File: config.mk
export PLATFORM = sky130hd
export DESIGN_NAME = spi_init_sequencer
export DESIGN_NICKNAME = d
export VERILOG_FILES = /design/src/rtl/spi_init_sequencer.sv
export SDC_FILE = /design/constraint.sdc
export NUM_CORES = 1
export LEC_CHECK = 0
export CAP_MARGIN = 40
export CORE_ASPECT_RATIO = 2
export CORE_MARGIN = 1
export CORE_UTILIZATION = 50
export CTS_BUF_LIST = sky130_fd_sc_hd__clkbuf_4 sky130_fd_sc_hd__clkbuf_8 sky130_fd_sc_hd__clkbuf_16
export DETAILED_ROUTE_END_ITERATION = 12
export PLACE_DENSITY_LB_ADDON = 0.3
export SLEW_MARGIN = 10
export SYNTH_ARGS = -nofsm -noshare
export SYNTH_HDL_FRONTEND = slang
export SYNTH_SLANG_ARGS = --single-unit
File: constraint.sdc
create_clock -name clk -period 4.8 [get_ports clk]
set_clock_uncertainty 0.2 [all_clocks]
set_input_delay 0.72 -clock clk [delete_from_list [all_inputs] [get_ports clk]]
set_output_delay 0.72 -clock clk [all_outputs]
set_load 0.01 [all_outputs]
File: src/rtl/spi_init_sequencer.sv
// spi_init_sequencer: walks a table of register writes, framing each with SPI clock, chip select and a writer handshake
module spi_init_sequencer #(
   parameter int                     CLK_DIV    = 4,
   parameter int                     NUM_REGS   = 4,
   parameter logic [NUM_REGS*14-1:0] INIT_TABLE = '0,
   parameter int                     TIMEOUT    = 1024
) (
   input  logic       clk,
   input  logic       reset,
   input  logic       start,
   output logic       busy,
   output logic       done,
   output logic       error,
   output logic [3:0] regIndex,
   output logic [5:0] address,
   output logic [7:0] value,
   output logic       writeEnable,
   input  logic       writeComplete,
   output logic       SCLK,
   output logic       CS_n
);
   localparam int DW = $clog2(CLK_DIV);
   localparam int TW = (TIMEOUT > 1) ? $clog2(TIMEOUT) : 1;
   localparam logic [DW-1:0] DIV_MAX = DW'(CLK_DIV - 1);
   localparam logic [TW-1:0] TO_MAX = TW'(TIMEOUT - 1);
   localparam logic [3:0] LAST_IDX = 4'(NUM_REGS - 1);
   typedef enum logic [3:0] {
      IDLE, LOAD, CS_SETUP, CLOCKING, CS_HOLD, HANDSHAKE, RELEASE, GAP, DONE
   } state_t;
   state_t        state_q, state_d;
   logic [DW-1:0] div_q, div_d, div_nxt;
   logic [5:0]    edge_q, edge_d;
   logic [TW-1:0] to_q, to_d;
   logic [3:0]    reg_index_q, reg_index_d;
   logic [5:0]    address_q, address_d;
   logic [7:0]    value_q, value_d;
   logic          write_enable_q, write_enable_d;
   logic          sclk_q, sclk_d;
   logic          cs_n_q, cs_n_d;
   logic          error_q, error_d;
   logic          tick;
   logic [13:0]   table_w [16];
   genvar g;
   for (g = 0; g < 16; g++) begin : g_table
      if (g < NUM_REGS) begin : g_entry
         assign table_w[g] = INIT_TABLE[14*g +: 14];
      end else begin : g_pad
         assign table_w[g] = '0;
      end
   end
   assign tick    = div_q == DIV_MAX;
   assign div_nxt = tick ? '0 : div_q + 1'b1;
   // next-state and datapath decisions; counters default to zero so every timed state starts fresh
   always_comb begin
      state_d        = state_q;
      div_d          = '0;
      edge_d         = edge_q;
      to_d           = '0;
      reg_index_d    = reg_index_q;
      address_d      = address_q;
      value_d        = value_q;
      write_enable_d = write_enable_q;
      sclk_d         = sclk_q;
      cs_n_d         = cs_n_q;
      error_d        = error_q;
      case (state_q)
         IDLE: begin
            if (start) begin
               error_d     = 1'b0;
               reg_index_d = '0;
               state_d     = LOAD;
            end
         end
         LOAD: begin
            address_d      = table_w[reg_index_q][13:8];
            value_d        = table_w[reg_index_q][7:0];
            write_enable_d = 1'b1;
            cs_n_d         = 1'b0;
            edge_d         = '0;
            state_d        = CS_SETUP;
         end
         CS_SETUP: begin
            div_d   = div_nxt;
            state_d = tick ? CLOCKING : CS_SETUP;
         end
         CLOCKING: begin
            div_d = div_nxt;
            if (tick) begin
               sclk_d  = ~sclk_q;
               edge_d  = edge_q + 6'd1;
               state_d = (edge_q == 6'd31) ? CS_HOLD : CLOCKING;
            end
         end
         CS_HOLD: begin
            div_d = div_nxt;
            if (tick) begin
               cs_n_d  = 1'b1;
               state_d = HANDSHAKE;
            end
         end
         HANDSHAKE: begin
            if (writeComplete) begin
               write_enable_d = 1'b0;
               state_d        = RELEASE;
            end else if (to_q == TO_MAX) begin
               error_d        = 1'b1;
               write_enable_d = 1'b0;
               state_d        = DONE;
            end else begin
               to_d = to_q + 1'b1;
            end
         end
         RELEASE: state_d = writeComplete ? RELEASE : GAP;
         GAP: begin
            div_d = div_nxt;
            if (tick) begin
               state_d     = (reg_index_q == LAST_IDX) ? DONE : LOAD;
               reg_index_d = (reg_index_q == LAST_IDX) ? reg_index_q : reg_index_q + 4'd1;
            end
         end
         DONE: state_d = start ? DONE : IDLE;
         default: state_d = IDLE;
      endcase
   end
   // state and datapath registers; reset drops CS_n high and SCLK low at once, discarding any frame
   always_ff @(posedge clk or negedge reset) begin
      if (!reset) begin
         state_q        <= IDLE;
         div_q          <= '0;
         edge_q         <= '0;
         to_q           <= '0;
         reg_index_q    <= '0;
         address_q      <= '0;
         value_q        <= '0;
         write_enable_q <= 1'b0;
         sclk_q         <= 1'b0;
         cs_n_q         <= 1'b1;
         error_q        <= 1'b0;
      end else begin
         state_q        <= state_d;
         div_q          <= div_d;
         edge_q         <= edge_d;
         to_q           <= to_d;
         reg_index_q    <= reg_index_d;
         address_q      <= address_d;
         value_q        <= value_d;
         write_enable_q <= write_enable_d;
         sclk_q         <= sclk_d;
         cs_n_q         <= cs_n_d;
         error_q        <= error_d;
      end
   end
   assign busy        = (state_q != IDLE) && (state_q != DONE);
   assign done        = state_q == DONE;
   assign error       = error_q;
   assign regIndex    = reg_index_q;
   assign address     = address_q;
   assign value       = value_q;
   assign writeEnable = write_enable_q;
   assign SCLK        = sclk_q;
   assign CS_n        = cs_n_q;
endmodule

==> results by group <==
Outcome
  – Run status: complete, but fails checks
  – Failing checks: DRC

Cells and area
  – Diode count: 0
  – Design area: 0.00195 mm²
  – Fillers: around 300
  – Post-layout util: about 58%
  – Nets: ~200
  – Most frequent cells in the layout: 29 x dfrtp_1, 21 x nor2_1, 14 x conb_1, 13 x clkdlybuf4s50_1, 11 x nand2_1
  – Area growth syn-to-layout: 9.64%
  – Layout cells sized above 1: 8.12%
  – Commonest non-fill, non-tap cell in the layout: dfrtp_1

Yosys
  – Syn avg cell area: between 9 and 10 µm²
  – EDFF count, synth: 0
  – Ys async rst share: 100%
  – Syn Inst Count: roughly 190
  – #FFs+latches synth: 30
  – Sequential area share after synthesis: a little over two fifths
  – Post-synth cell types: 51
  – Ys Warns: 0
  – Post-Syn Area: between 0.0015 and 0.002 mm²
  – Primary FF master, synth: dfrtp_1

Power
  – Lkg Pwr: between 0.0008 and 0.0009 µW
  – Power density cells: ~250 mW/mm²
  – Seq pwr share: about 52%
  – Clk pwr share: between 40 and 50%
  – Comb power frac: ~2.9%
  – Pint: 377 µW
  – Sw frac: 21.9%
  – Worst vdd ir: 0.232 mV
  – Switching Power: between 100 and 150 µW

Floorplanning
  – Initial core utilization: between 50% and 60%
  – Ports: 28
  – Die Ht: between 80 and 90 µm
  – Site Rows: 30
  – Die area: around 0.0038 mm²
  – Die Wd: between 40 and 50 µm
  – Core area: 0.00338 mm²

Setup path
  – Critical R2R Capture: state_q[2]$_DFFE_PN0P_
  – CP max FO: 20
  – Setup crit start kind: flip-flop
  – Register-to-Register Path Depth: 4
  – RR Startpoint: state_q[2]$_DFFE_PN0P_
  – Crit Path Class: reg2out
  – Critical-path cell list: nor3_1 > inv_1 > nor2_1 > clkdlybuf4s50_1
  – Slowest stage delay, CP: about 0.58 ns
  – Worst EP required: around 3.9 ns
  – Delay-heaviest family, CP: buffers and inverters
  – Worst setup EP type: output port
  – Crit path DAT: a little over 2 ns
  – Buffers and inverters on the worst path: 2
  – Max stage delay cell, worst path: dfrtp_1
  – R2r setup slk: around 2.6 ns

STA
  – Final min period: a little under 3 ns
  – Fin. Hold Viols: 0
  – Worst slew pin tran: 0.570 ns
  – Slew HR: between 60 and 70%
  – Setup tns final: 0 ns
  – Final Max Tran Viols: 0
  – Final setup vio count: 0
  – Crit share post-route: between 60% and 70%
  – RSZ-0062 raised after global routing: no
  – Top achievable clock speed: roughly 340 MHz

Place
  – DP Area: 0.00185 mm²
  – Port Buffers: 13
  – Hpwl dp: 2510 µm
  – GPL Wtd Cong: approximately 0.75

Clocking
  – CTS root buf: clkbuf_8
  – CTS resizes: 0
  – CTS tree: built
  – CTS hold repair buffers: 0
  – Post-CTS setup buffers: 0
  – CTS clk-pin slew, worst paths: ~0.060 ns
  – CTS buffer count: 5
  – Clk_lat worst skew: 0.29 ns
  – H-tree Lvls: 2
  – Clk sinks: 30
  – CTS max path bufs: 2

GRT
  – GRT Overall Usage: 20.5%
  – Largest net degree at the start of global routing: 31
  – Gr busiest metal: met2
  – First-pass GRT wire length: approximately 5600 µm
  – Overflow after GRT: 0
  – Vias in the first global route: 1278
  – Met3 GRT Util: 5.21%
  – Met1 usage: 20.6%
  – Initial antenna violation count: 0
  – Met2 GRT Util: a little over a third

Min path
  – Hold Crit Endpoint: to_q[0]$_DFF_PN0_
  – Hold Crit Class: reg2reg
  – Hold_sp: to_q[0]$_DFF_PN0_
  – Worst hold path depth: 1

Detailed routing
  – Drt total wl: 3450 µm
  – TritonRoute pass-1 iters: 10
  – DRC viols: 1
  – Vias per cell: around 5.7
  – ANT nets after route: 0
  – Wire per inst: 15.1 µm
  – 1st-iter DRT viols: 22
  – DR vias: ~1300

Run
  – Max Cap Violations: 0
==> state kept, by name, summed over array words and instances (netlist names), 2 cells and up <==
name	cells
edge_q	6
to_q	10
regIndex	4
div_q	2
state_q	4
==> metrics by stage <==
stage	total power (µW)	std cells	hold WS (ns)	setup WS, ns
finish	483	229	0.263	1.84
global route	502	229	0.300	1.71
CTS	490	229	0.263	1.84
detailed placement	271	221	0.250	2.01
global placement	271	221	0.231	2.06
floorplan	271	198	0.216	2.57
==> logic make-up (layout without fill, tap and decap cells) <==
| family | Yosys count | after routing | share of synthesized area (%) |
|---|---|---|---|
| mux | 6 | 6 | 3.52 |
| compound gates | 29 | 29 | 11.9 |
| simple gates | 72 | 72 | 22.9 |
| flops | 30 | 30 | 42.3 |
| buf+inv | 30 | 29 | 9.92 |
| other cells | 1 | 14 | 0.211 |
| xor+xnor | 13 | 13 | 6.40 |
| fa+ha+maj | 4 | 4 | 2.82 |
==> layout make-up <==
| type | count | area, µm² | area share (%) |
|---|---|---|---|
| Sequential cell | 30 | 752 | 38.6 |
| Inverter | 7 | 26.3 | 1.35 |
| Clock inverter | 1 | 5.00 | 0.257 |
| Clock buffer | 7 | 90.1 | 4.62 |
| Multi-Input combinational cell | 138 | 898 | 46.1 |
| Timing Repair Buffer | 14 | 138 | 7.06 |
| Tap cell | 32 | 40.0 | 2.05 |
==> power by group through the flow <==
stage               clock [µW]  sequential [µW]  combinational [µW]
floorplan                    0              258                13.7
global placement             0              258                13.7
detailed placement           0              258                13.9
CTS                        223              253                14.0
global route               234              253                15.8
finish                     216              253                13.9
==> how the worst max path moves through the flow <==
| stage | start | cells after the start | end | slack, ns |
|---|---|---|---|---|
| after global routing | state_q[1]$_DFFE_PN0P_ | 4 | done | 1.71 |
| final | state_q[1]$_DFFE_PN0P_ | 4 | done | 1.84 |
| after detailed placement | writeComplete | 5 | state_q[2]$_DFFE_PN0P_ | 2.01 |
| after CTS | state_q[1]$_DFFE_PN0P_ | 4 | done | 1.84 |
| after global placement | writeComplete | 5 | state_q[1]$_DFFE_PN0P_ | 2.06 |
| after floorplan | writeComplete | 4 | state_q[1]$_DFFE_PN0P_ | 2.57 |
==> routing by layer <==
layer | vias to the layer above | share of wire (%) | wire [µm]
li1 | 639 | - | -
met1 | 645 | 37 | 1280
met2 | 19 | 57 | 1970
met3 | 8 | 2.8 | 96
met4 | 0 | 3.0 | 104
met5 | - | 0 | 0
==> worst reg2reg max path, cell delays in order (launching register included) <==
cell and delay, ns:
dfrtp_1 0.63, nand2b_1 0.19, or4_4 0.49, o22ai_4 0.25, mux2_1 0.36
==> Yosys cell counts (2+ instances only) <==
cell | number | share of area [%]
a21o_1 | 3 | 1.3
a21oi_1 | 4 | 1.1
a22o_1 | 2 | 0.99
a311oi_1 | 2 | 0.99
and3_1 | 6 | 2.1
buf_1 | 2 | 0.42
buf_2 | 3 | 0.84
buf_4 | 14 | 5.9
clkbuf_1 | 3 | 0.63
dfrtp_1 | 29 | 41
ha_1 | 4 | 2.8
inv_1 | 6 | 1.3
mux2_1 | 2 | 1.3
mux2i_1 | 4 | 2.3
nand2_1 | 11 | 2.3
nand3_1 | 6 | 1.7
nand4_1 | 4 | 1.4
nor2_1 | 21 | 4.4
nor2b_1 | 5 | 1.8
nor3_1 | 5 | 1.4
nor3b_1 | 2 | 0.84
nor4_1 | 2 | 0.70
o21ai_0 | 6 | 1.7
xnor2_1 | 6 | 3.0
xor2_1 | 7 | 3.4
No activity file was read; power rests on OpenSTA's default activity.
